==> src/rtl/trap_sequencer_if.sv <==
// Commit-side / CSR-port bundle for trap_sequencer.
// master = core/bench side, slave = the sequencer.
interface trap_sequencer_if #(parameter int XLEN = 64);
  logic            commit_valid;
  logic [XLEN-1:0] commit_pc;
  logic            ecall;
  logic            mret;
  logic            msip;
  logic            mtip;
  logic            mie_msie;
  logic            mie_mtie;
  logic [XLEN-1:0] mstatus;
  logic [XLEN-1:0] mtvec;
  logic [XLEN-1:0] mepc;
  logic            trap_take;
  logic            csr_we;
  logic [11:0]     csr_waddr;
  logic [XLEN-1:0] csr_wdata;
  logic            redirect_valid;
  logic [XLEN-1:0] redirect_pc;
  logic            flush;
  logic            stall;
  logic            in_trap;

  modport master (
    output commit_valid, commit_pc, ecall, mret, msip, mtip, mie_msie, mie_mtie,
           mstatus, mtvec, mepc,
    input  trap_take, csr_we, csr_waddr, csr_wdata, redirect_valid, redirect_pc,
           flush, stall, in_trap
  );

  modport slave (
    input  commit_valid, commit_pc, ecall, mret, msip, mtip, mie_msie, mie_mtie,
           mstatus, mtvec, mepc,
    output trap_take, csr_we, csr_waddr, csr_wdata, redirect_valid, redirect_pc,
           flush, stall, in_trap
  );
endinterface

==> src/rtl/trap_sequencer.sv <==
// Commit-boundary trap entry / mret sequencer driving the single CSR write port.
// Optional TRAP_VECTORED_EN: vectored interrupt redirect when mtvec[1:0]==2'b01.
module trap_sequencer #(
  parameter int XLEN = 64
) (
  input  logic           clk,
  input  logic           rst,
  trap_sequencer_if.slave bus
);

  localparam logic [11:0] ADDR_MEPC    = 12'h341;
  localparam logic [11:0] ADDR_MCAUSE  = 12'h342;
  localparam logic [11:0] ADDR_MSTATUS = 12'h300;

  localparam logic [XLEN-1:0] CAUSE_ECALL = XLEN'(11);
  localparam logic [XLEN-1:0] CAUSE_MSI   = {1'b1, (XLEN-1)'(3)};
  localparam logic [XLEN-1:0] CAUSE_MTI   = {1'b1, (XLEN-1)'(7)};

  typedef enum logic [2:0] {
    IDLE,
    S_EPC,
    S_CAUSE,
    S_STATUS,
    S_RSTATUS,
    S_REDIR
  } state_t;

  state_t          state;
  logic [XLEN-1:0] pcL;
  logic [XLEN-1:0] causeL;
  logic [XLEN-1:0] statusL;
  logic [XLEN-1:0] tvecL;
  logic [XLEN-1:0] epcL;

  logic            csrWe;
  logic [11:0]     csrWaddr;
  logic [XLEN-1:0] csrWdata;
  logic            redirValid;
  logic [XLEN-1:0] redirPc;
  logic            flushR;
  logic            stallR;
  logic            inTrapR;

  logic            msiHit;
  logic            mtiHit;
  logic            trapTake;
  logic            takeMret;
  logic [XLEN-1:0] acceptCause;
  logic [XLEN-1:0] tvecBase;
  logic [XLEN-1:0] trapTarget;

  function automatic logic [XLEN-1:0] entryStatus(input logic [XLEN-1:0] s);
    logic [XLEN-1:0] r;
    r        = s;
    r[7]     = s[3];
    r[3]     = 1'b0;
    r[12:11] = 2'b11;
    return r;
  endfunction

  function automatic logic [XLEN-1:0] returnStatus(input logic [XLEN-1:0] s);
    logic [XLEN-1:0] r;
    r        = s;
    r[3]     = s[7];
    r[7]     = 1'b1;
    r[12:11] = 2'b11;
    return r;
  endfunction

  // Interrupts need the global MIE bit; ecall ignores it.
  assign msiHit = bus.msip & bus.mie_msie & bus.mstatus[3];
  assign mtiHit = bus.mtip & bus.mie_mtie & bus.mstatus[3];

  always_comb begin
    acceptCause = CAUSE_ECALL;
    takeMret    = 1'b0;
    if (bus.ecall)     acceptCause = CAUSE_ECALL;
    else if (msiHit)   acceptCause = CAUSE_MSI;
    else if (mtiHit)   acceptCause = CAUSE_MTI;
    else if (bus.mret) begin
      acceptCause = '0;
      takeMret    = 1'b1;
    end
  end

  assign trapTake = (state == IDLE) & bus.commit_valid &
                    (bus.ecall | msiHit | mtiHit | bus.mret);

  assign tvecBase = {tvecL[XLEN-1:2], 2'b00};

`ifdef TRAP_VECTORED_EN
  // Only interrupts vector; mode values 2'b10/2'b11 fall back to direct.
  assign trapTarget = (causeL[XLEN-1] && tvecL[1:0] == 2'b01)
                    ? tvecBase + {{(XLEN-8){1'b0}}, causeL[5:0], 2'b00}
                    : tvecBase;
`else
  logic unusedTvecMode;
  assign unusedTvecMode = ^tvecL[1:0];
  assign trapTarget     = tvecBase;
`endif

  always_ff @(posedge clk or posedge rst) begin
    if (rst) begin
      state      <= IDLE;
      pcL        <= '0;
      causeL     <= '0;
      statusL    <= '0;
      tvecL      <= '0;
      epcL       <= '0;
      csrWe      <= 1'b0;
      csrWaddr   <= '0;
      csrWdata   <= '0;
      redirValid <= 1'b0;
      redirPc    <= '0;
      flushR     <= 1'b0;
      stallR     <= 1'b0;
      inTrapR    <= 1'b0;
    end else begin
      csrWe      <= 1'b0;
      csrWaddr   <= '0;
      csrWdata   <= '0;
      redirValid <= 1'b0;
      redirPc    <= '0;
      flushR     <= 1'b0;
      case (state)
        IDLE: begin
          if (trapTake) begin
            pcL     <= bus.commit_pc;
            causeL  <= acceptCause;
            statusL <= bus.mstatus;
            tvecL   <= bus.mtvec;
            epcL    <= bus.mepc;
            stallR  <= 1'b1;
            csrWe   <= 1'b1;
            if (takeMret) begin
              state    <= S_RSTATUS;
              csrWaddr <= ADDR_MSTATUS;
              csrWdata <= returnStatus(bus.mstatus);
            end else begin
              state    <= S_EPC;
              csrWaddr <= ADDR_MEPC;
              csrWdata <= bus.commit_pc;
            end
          end
        end
        S_EPC: begin
          state    <= S_CAUSE;
          csrWe    <= 1'b1;
          csrWaddr <= ADDR_MCAUSE;
          csrWdata <= causeL;
        end
        S_CAUSE: begin
          state    <= S_STATUS;
          csrWe    <= 1'b1;
          csrWaddr <= ADDR_MSTATUS;
          csrWdata <= entryStatus(statusL);
        end
        S_STATUS: begin
          state      <= S_REDIR;
          redirValid <= 1'b1;
          flushR     <= 1'b1;
          redirPc    <= trapTarget;
          inTrapR    <= 1'b1;
        end
        S_RSTATUS: begin
          state      <= S_REDIR;
          redirValid <= 1'b1;
          flushR     <= 1'b1;
          redirPc    <= epcL;
          inTrapR    <= 1'b0;
        end
        S_REDIR: begin
          state  <= IDLE;
          stallR <= 1'b0;
        end
        default: begin
          state  <= IDLE;
          stallR <= 1'b0;
        end
      endcase
    end
  end

  assign bus.trap_take      = trapTake;
  assign bus.csr_we         = csrWe;
  assign bus.csr_waddr      = csrWaddr;
  assign bus.csr_wdata      = csrWdata;
  assign bus.redirect_valid = redirValid;
  assign bus.redirect_pc    = redirPc;
  assign bus.flush          = flushR;
  assign bus.stall          = stallR;
  assign bus.in_trap        = inTrapR;

endmodule

==> src/flat_wrapper.sv <==
// flat-port wrapper written by rule: the top's interface ports become plain ports
module trap_sequencer_flat 
#(
  parameter int XLEN = 64
)
  (clk, rst, bus_commit_valid, bus_commit_pc, bus_ecall, bus_mret, bus_msip, bus_mtip, bus_mie_msie, bus_mie_mtie, bus_mstatus, bus_mtvec, bus_mepc, bus_trap_take, bus_csr_we, bus_csr_waddr, bus_csr_wdata, bus_redirect_valid, bus_redirect_pc, bus_flush, bus_stall, bus_in_trap);
  trap_sequencer_if #(.XLEN(XLEN)) bus_i ();
  input  logic clk;
  input  logic rst;
  input wire logic [$bits(bus_i.commit_valid)-1:0] bus_commit_valid;
  input wire logic [$bits(bus_i.commit_pc)-1:0] bus_commit_pc;
  input wire logic [$bits(bus_i.ecall)-1:0] bus_ecall;
  input wire logic [$bits(bus_i.mret)-1:0] bus_mret;
  input wire logic [$bits(bus_i.msip)-1:0] bus_msip;
  input wire logic [$bits(bus_i.mtip)-1:0] bus_mtip;
  input wire logic [$bits(bus_i.mie_msie)-1:0] bus_mie_msie;
  input wire logic [$bits(bus_i.mie_mtie)-1:0] bus_mie_mtie;
  input wire logic [$bits(bus_i.mstatus)-1:0] bus_mstatus;
  input wire logic [$bits(bus_i.mtvec)-1:0] bus_mtvec;
  input wire logic [$bits(bus_i.mepc)-1:0] bus_mepc;
  output wire logic [$bits(bus_i.trap_take)-1:0] bus_trap_take;
  output wire logic [$bits(bus_i.csr_we)-1:0] bus_csr_we;
  output wire logic [$bits(bus_i.csr_waddr)-1:0] bus_csr_waddr;
  output wire logic [$bits(bus_i.csr_wdata)-1:0] bus_csr_wdata;
  output wire logic [$bits(bus_i.redirect_valid)-1:0] bus_redirect_valid;
  output wire logic [$bits(bus_i.redirect_pc)-1:0] bus_redirect_pc;
  output wire logic [$bits(bus_i.flush)-1:0] bus_flush;
  output wire logic [$bits(bus_i.stall)-1:0] bus_stall;
  output wire logic [$bits(bus_i.in_trap)-1:0] bus_in_trap;
  assign bus_i.commit_valid = bus_commit_valid;
  assign bus_i.commit_pc = bus_commit_pc;
  assign bus_i.ecall = bus_ecall;
  assign bus_i.mret = bus_mret;
  assign bus_i.msip = bus_msip;
  assign bus_i.mtip = bus_mtip;
  assign bus_i.mie_msie = bus_mie_msie;
  assign bus_i.mie_mtie = bus_mie_mtie;
  assign bus_i.mstatus = bus_mstatus;
  assign bus_i.mtvec = bus_mtvec;
  assign bus_i.mepc = bus_mepc;
  assign bus_trap_take = bus_i.trap_take;
  assign bus_csr_we = bus_i.csr_we;
  assign bus_csr_waddr = bus_i.csr_waddr;
  assign bus_csr_wdata = bus_i.csr_wdata;
  assign bus_redirect_valid = bus_i.redirect_valid;
  assign bus_redirect_pc = bus_i.redirect_pc;
  assign bus_flush = bus_i.flush;
  assign bus_stall = bus_i.stall;
  assign bus_in_trap = bus_i.in_trap;
  trap_sequencer #(.XLEN(XLEN)) u_core (.clk(clk), .rst(rst), .bus(bus_i));
endmodule
==> config.mk <==
export PLATFORM = sky130hd
export DESIGN_NAME = trap_sequencer_flat
export DESIGN_NICKNAME = d
export VERILOG_FILES = /design/src/rtl/trap_sequencer_if.sv /design/src/rtl/trap_sequencer.sv /design/src/flat_wrapper.sv
export SDC_FILE = /design/constraint.sdc
export NUM_CORES = 1
export LEC_CHECK = 0
export ABC_AREA = 0
export BUFFER_PORTS_ARGS = -buffer_cell sky130_fd_sc_hd__buf_2
export CORE_ASPECT_RATIO = 1.5
export CORE_UTILIZATION = 40
export DETAILED_ROUTE_END_ITERATION = 12
export PLACE_DENSITY = 0.71
export SYNTH_ARGS = -nofsm -noshare
export SYNTH_HDL_FRONTEND = slang
export SYNTH_SLANG_ARGS = --single-unit
==> constraint.sdc <==
create_clock -name clk -period 9.2 [get_ports clk]
set_input_delay 0.92 -clock clk [delete_from_list [all_inputs] [get_ports clk]]
set_output_delay 0.92 -clock clk [all_outputs]
set_load 0.01 [all_outputs]
==> metrics.csv, run 1 <==
stage,metric,value,unit
run_status,outcome,"complete, no violations",
layout,regArea,8230,um2
yosys,syn-cell-area,13400,um2
drt,wirelength,33600,um
worst_setup_path,slowest_delay,0.77,ns
place,place_area,15600,um2
sta,period_share,47.2,%
clocking,hold_buffers,0,
clocking,postCtsSetupBuffers,0,
layout,nNetsFinal,1585,
floorplan,die_area,34300,um2
yosys,synth_cell_types,37,
yosys,postSynthAreaPerCell,14.0,um2
drt,wl_per_cell,19.1,um
layout,fillers,2861,
clocking,htree_levels,1,
layout,final_common_cell,buf_2,
global_routing,grt_pass1_wl,51600,um
yosys,yosys-top-cells-area,"dfrtp_1, mux2_4, mux2_2",
drt,drc,0,
worst_setup_path,path_cells,or3b_1 > nor2_4 > o21ai_4 > clkinv_8 > buf_2,
layout,syn_to_final_growth,23.9,%
worst_setup_path,crit_slowest_cell,nor2_4,
yosys,synth_edf_count,0,
yosys,syn_inst,958,
flow_run,cap_violations,0,
worst_setup_path,crit_fanout,122,
sta,slew_violations,0,
clocking,numClockSinks,329,
yosys,async_flop_share,100,%
worst_setup_path,start_kind,flip-flop,
yosys,synth-warning-count,0,
drt,ant_nets,0,
floorplan,rows,81,
sta,fin_skew,0.0105,ns
sta,finalSetupViolCount,0,
drt,drt_pass1_iterations,4,
layout,multi_input_area,4710,um2
clocking,cts_tree,yes,
clocking,path_clk_slew,0.07,ns
sta,rsz0062_at_grt,false,
floorplan,initial_utilization,40.8,%
global_routing,grt-ovfl-total,0,
layout,final_util,50.6,%
yosys,ys.flop_type,dfrtp_1,
pwr,p_leak,8.40,nW
worst_setup_path,arrival,3.43,ns
drt,dr_total_vias,9200,
floorplan,die_h,226,um
drt,drtIter0Drc,351,
place,dp_slack,4.47,ns
yosys,synth_top_area_share,61.4,%
worst_setup_path,required,8.28,ns
worst_setup_path,crit_path_end_kind,output pin,
drt,via_per_inst,5.23,
global_routing,antenna_found_initial,5,
place,gp_congestion,0.822,
worst_hold_path,hp-class,flip-flop to flip-flop,
sta,slew_headroom,28.5,%
layout,stdcell_area,16600,um2
sta,max_freq,230,MHz
global_routing,grt_usage,19.5,%
clocking,worstSkewPairLatency,0.56,ns
pwr,peakVddDrop,0.223,mV
place,portBuffers,399,
global_routing,grt_pass1_vias,9545,
clocking,cts_resized,0,
sta,whs,0.489,ns
sta,fin_setup_tns,0,ns
yosys,yosys.area.top_type,dfrtp_1,
sta,hold_viol_final,0,
pwr,powerDensity,329,nW/um2
sta,setup_ws,4.85,ns
yosys,synth_seq_cells,329,
floorplan,boundaryPins,411,
floorplan,die_x,151,um
global_routing,grt_max_degree,180,
sta,fin_crit,4.35,ns
clocking,cts_buffers,30,
clocking,clk_path_buf_depth,3,
layout,final_cell_mix,"buf_2, dfrtp_1, mux2_4",
clocking,ctsRootBufferMaster,clkbuf_16,
worst_setup_path,critPathKind,flip-flop to output pin,
place,dp_hpwl,21900,um
floorplan,core,32800,um2
yosys,synth-seq-area-share,61.4,%
layout,layout-drive-gt1-share,49.1,%
sta,tightest_slew,1.07,ns
worst max-delay path: cells and delay by family, from the launching register on:
family	cells	cell delay [ns]
and+or+nand+nor	2	1.21
DFF	1	0.45
AOI/OAI and AO/OA	1	0.25
buffers and inverters	2	0.90
cell usage after synthesis (2+ instances only):
master    number
dfrtp_1      329
mux2_4       129
nand3_1      123
a22o_1        65
nand2_1       62
mux2_2        58
nand4_1       57
clkbuf_1      36
buf_2         15
buf_6         15
buf_1         10
buf_4         10
inv_1          5
o21ai_0        5
a22oi_1        4
o221ai_1       4
and3_1         3
nor2_1         3
a211oi_1       2
a21oi_1        2
a311o_1        2
nand2b_1       2
nor2b_1        2
nor3_1         2
report_power, final:
part           total (W)  internal (W)  switching (W)
registers        0.00241       0.00210       0.000314
logic            0.00179      0.000984       0.000807
clock network    0.00127      0.000721       0.000547
total            0.00547       0.00380        0.00167
sequential cells by signal (all words and copies together) (netlist names):
signal and flops:
u_core.statusL 61, u_core.state 3, u_core.bus.in_trap 1, u_core.causeL 4, u_core.bus.csr_waddr 4, u_core.bus.redirect_valid 1
u_core.bus.redirect_pc 64, u_core.tvecL 62, u_core.bus.csr_wdata 64, u_core.bus.stall 1, u_core.epcL 64
layer usage:
metal	up-vias	global-route usage (%)	routed length [um]	part of all wire (%)
met1	4611	22.5	12600	38
met3	73	4.65	2490	7.4
met4	2	7.95	1180	3.5
met5	-	0	9	0.027
li1	4167	-	-	-
met2	347	34.2	17300	52
per-stage QoR:
step	power [W]	cells
2_1_floorplan	0.00368	964
3_3_place_gp	0.00417	1703
3_5_place_dp	0.00424	1703
4_1_cts	0.00554	1756
5_1_grt	0.00579	1760
6_report	0.00547	1760
worst paths after layout:
path	depth (start not counted)	start	slack (ns)	endpoint
max	5	u_core.state[1]	4.85	bus_trap_take
min	2	u_core.statusL[38]	0.49	u_core.bus.csr_wdata[38]
max reg2reg	6	u_core.state[1]	4.95	u_core.tvecL[14]
min reg2reg	2	u_core.statusL[38]	0.49	u_core.bus.csr_wdata[38]
max in group asynchronous	3	rst	7.29	u_core.tvecL[49]
min in group asynchronous	2	rst	0.50	u_core.statusL[61]
cell type report:
class | instances | share of cell area [%]
Clock inverter | 10 | 0.520
Inverter | 6 | 0.233
Antenna cell | 4 | 0.0603
Clock buffer | 43 | 5.54
Tap cell | 415 | 3.13
Sequential cell | 329 | 49.6
Multi-Input combinational cell | 543 | 28.4
Timing Repair Buffer | 410 | 12.6
cells by family (layout without fill, tap and decap cells):
kind of cell	after synthesis	count (layout)	share of synthesized area (%)
DFF	329	329	61.4
and+or+nand+nor	259	259	9.74
muxes	187	187	19.3
buffers and inverters	92	469	3.85
AOI/OAI and AO/OA	90	90	5.66
other	1	11	0.0280
Note: power is estimated with default switching activity, not from simulation.
==> run 2, diff against run 1 <==
--- a/config.mk
+++ b/config.mk
@@ -10,7 +10,7 @@
 export CORE_ASPECT_RATIO = 1.5
 export CORE_UTILIZATION = 40
 export DETAILED_ROUTE_END_ITERATION = 12
-export PLACE_DENSITY = 0.71
+export PLACE_DENSITY = 0.69
 export SYNTH_ARGS = -nofsm -noshare
 export SYNTH_HDL_FRONTEND = slang
 export SYNTH_SLANG_ARGS = --single-unit
==> constraint.sdc (replaced) <==
create_clock -name clk -period 4.6 [get_ports clk]
set_input_delay 0.46 -clock clk [delete_from_list [all_inputs] [get_ports clk]]
set_output_delay 0.46 -clock clk [all_outputs]
set_load 0.01 [all_outputs]
==> metrics.csv, run 2 (synthesized netlist as in run 1, its figures left out) <==
stage,metric,value,unit
global_routing,grt_pass1_wl,52800,um
sta,whs,0.127,ns
clocking,worstSkewPairLatency,0.56,ns
layout,stdcell_area,16800,um2
clocking,clk_path_buf_depth,3,
worst_setup_path,crit_path_end_kind,output pin,
global_routing,antenna_found_initial,2,
place,gp_congestion,0.802,
floorplan,core,32800,um2
floorplan,die_x,151,um
floorplan,rows,81,
pwr,finalPower,0.0112,W
pwr,power_switching,0.00339,W
layout,final_common_cell,buf_2,
sta,slew_headroom,37.8,%
worst_setup_path,required,4.14,ns
clocking,hold_buffers,1,
floorplan,die_h,226,um
pwr,seq_power_share,43.2,%
drt,wirelength,34400,um
drt,ant_nets,0,
worst_setup_path,arrival,2.65,ns
global_routing,grt_usage,19.9,%
drt,drtIter0Drc,326,
sta,period_share,67.5,%
pwr,internal_power,0.00783,W
floorplan,die_area,34300,um2
place,portBuffers,399,
worst_hold_path,hp-class,input pin to flip-flop,
pwr,p_sw_share,30.2,%
pwr,p_comb_share,32.2,%
sta,finalSetupViolCount,0,
layout,final_util,51.1,%
global_routing,grt_pass1_vias,9892,
clocking,numClockSinks,329,
clocking,cts_buffers,31,
pwr,powerDensity,668,nW/um2
sta,slew_violations,0,
place,dp_hpwl,23000,um
clocking,path_clk_slew,0.07,ns
sta,fin_skew,0.00941,ns
drt,dr_total_vias,9332,
worst_setup_path,start_kind,flip-flop,
run_status,outcome,"complete, no violations",
sta,max_freq,322,MHz
sta,rsz0062_at_grt,false,
flow_run,cap_violations,0,
layout,nNetsFinal,1595,
global_routing,grt-ovfl-total,0,
drt,drt_pass1_iterations,5,
sta,fin_crit,3.11,ns
clocking,ctsRootBufferMaster,clkbuf_16,
sta,tightest_slew,0.933,ns
drt,via_per_inst,5.28,
pwr,p_leak,8.48,nW
layout,layout-drive-gt1-share,49.1,%
clocking,htree_levels,1,
drt,wl_per_cell,19.4,um
clocking,cts_resized,0,
layout,final_cell_mix,"buf_2, dfrtp_1, mux2_4",
drt,drc,0,
global_routing,grt_max_degree,130,
pwr,peakVddDrop,0.424,mV
floorplan,initial_utilization,40.8,%
pwr,power.share.clock,24.6,%
floorplan,boundaryPins,411,
clocking,cts_tree,yes,
layout,syn_to_final_growth,25.2,%
sta,hold_viol_final,0,
clocking,postCtsSetupBuffers,0,
place,place_area,15700,um2
worst_setup_path,crit_fanout,87,
worst_setup_path,critPathKind,flip-flop to output pin,
run 2: layer usage:
metal / global-route usage, % / routed length (um) / vias up
li1: - / - / 4179
met1: 23.0 / 13000 / 4707
met2: 34.8 / 17500 / 371
met3: 4.14 / 2450 / 75
met4: 8.97 / 1430 / 0
met5: 0 / 0 / -
run 2: worst max-delay path, stage by stage (launching register included):
cell and delay, ns:
dfrtp_1 0.45, or3b_1 0.47, nor2_4 0.14, o21ai_4 0.12, inv_8 0.62, buf_2 0.27
run 2: power by group through the flow:
| stage | logic, W | clock network (W) | registers, W |
|---|---|---|---|
| floorplan | 0.00243 | 0 | 0.00494 |
| global placement | 0.00356 | 0 | 0.00481 |
| detailed placement | 0.00363 | 0 | 0.00488 |
| CTS | 0.00365 | 0.00283 | 0.00485 |
| global route | 0.00393 | 0.00293 | 0.00500 |
| finish | 0.00361 | 0.00276 | 0.00485 |
run 2: final timing paths:
kind,from,slack [ns],depth (start not counted),endpoint
hold / removal,bus_mepc[48],0.13,2,u_core.epcL[48]
min in group asynchronous,rst,0.53,3,u_core.epcL[4]
hold reg to reg,u_core.epcL[42],0.49,1,u_core.bus.redirect_pc[42]
max in group asynchronous,rst,2.99,4,u_core.epcL[14]
setup / recovery,u_core.state[0],1.49,5,bus_trap_take
setup reg to reg,u_core.state[0],1.82,6,u_core.bus.csr_wdata[30]
run 2: layout make-up:
class | instances | area [um2]
fillers | 2845 | 16000
repair buffers | 419 | 2190
clock inverters | 13 | 236
multi-input cells | 543 | 4710
clock buffers | 41 | 863
inverters | 6 | 33.8
diodes | 2 | 5.00
well taps | 415 | 519
flip-flops and latches | 329 | 8230
run 2: stage by stage:
| stage | worst slack [ns] | std cells | TNS [ns] |
|---|---|---|---|
| CTS | 1.44 | 1766 | 0 |
| global route | 1.34 | 1768 | 0 |
| detailed placement | 1.78 | 1711 | 0 |
| floorplan | -0.253 | 964 | -83.13 |
| finish | 1.49 | 1768 | 0 |
| global placement | 1.82 | 1711 | 0 |
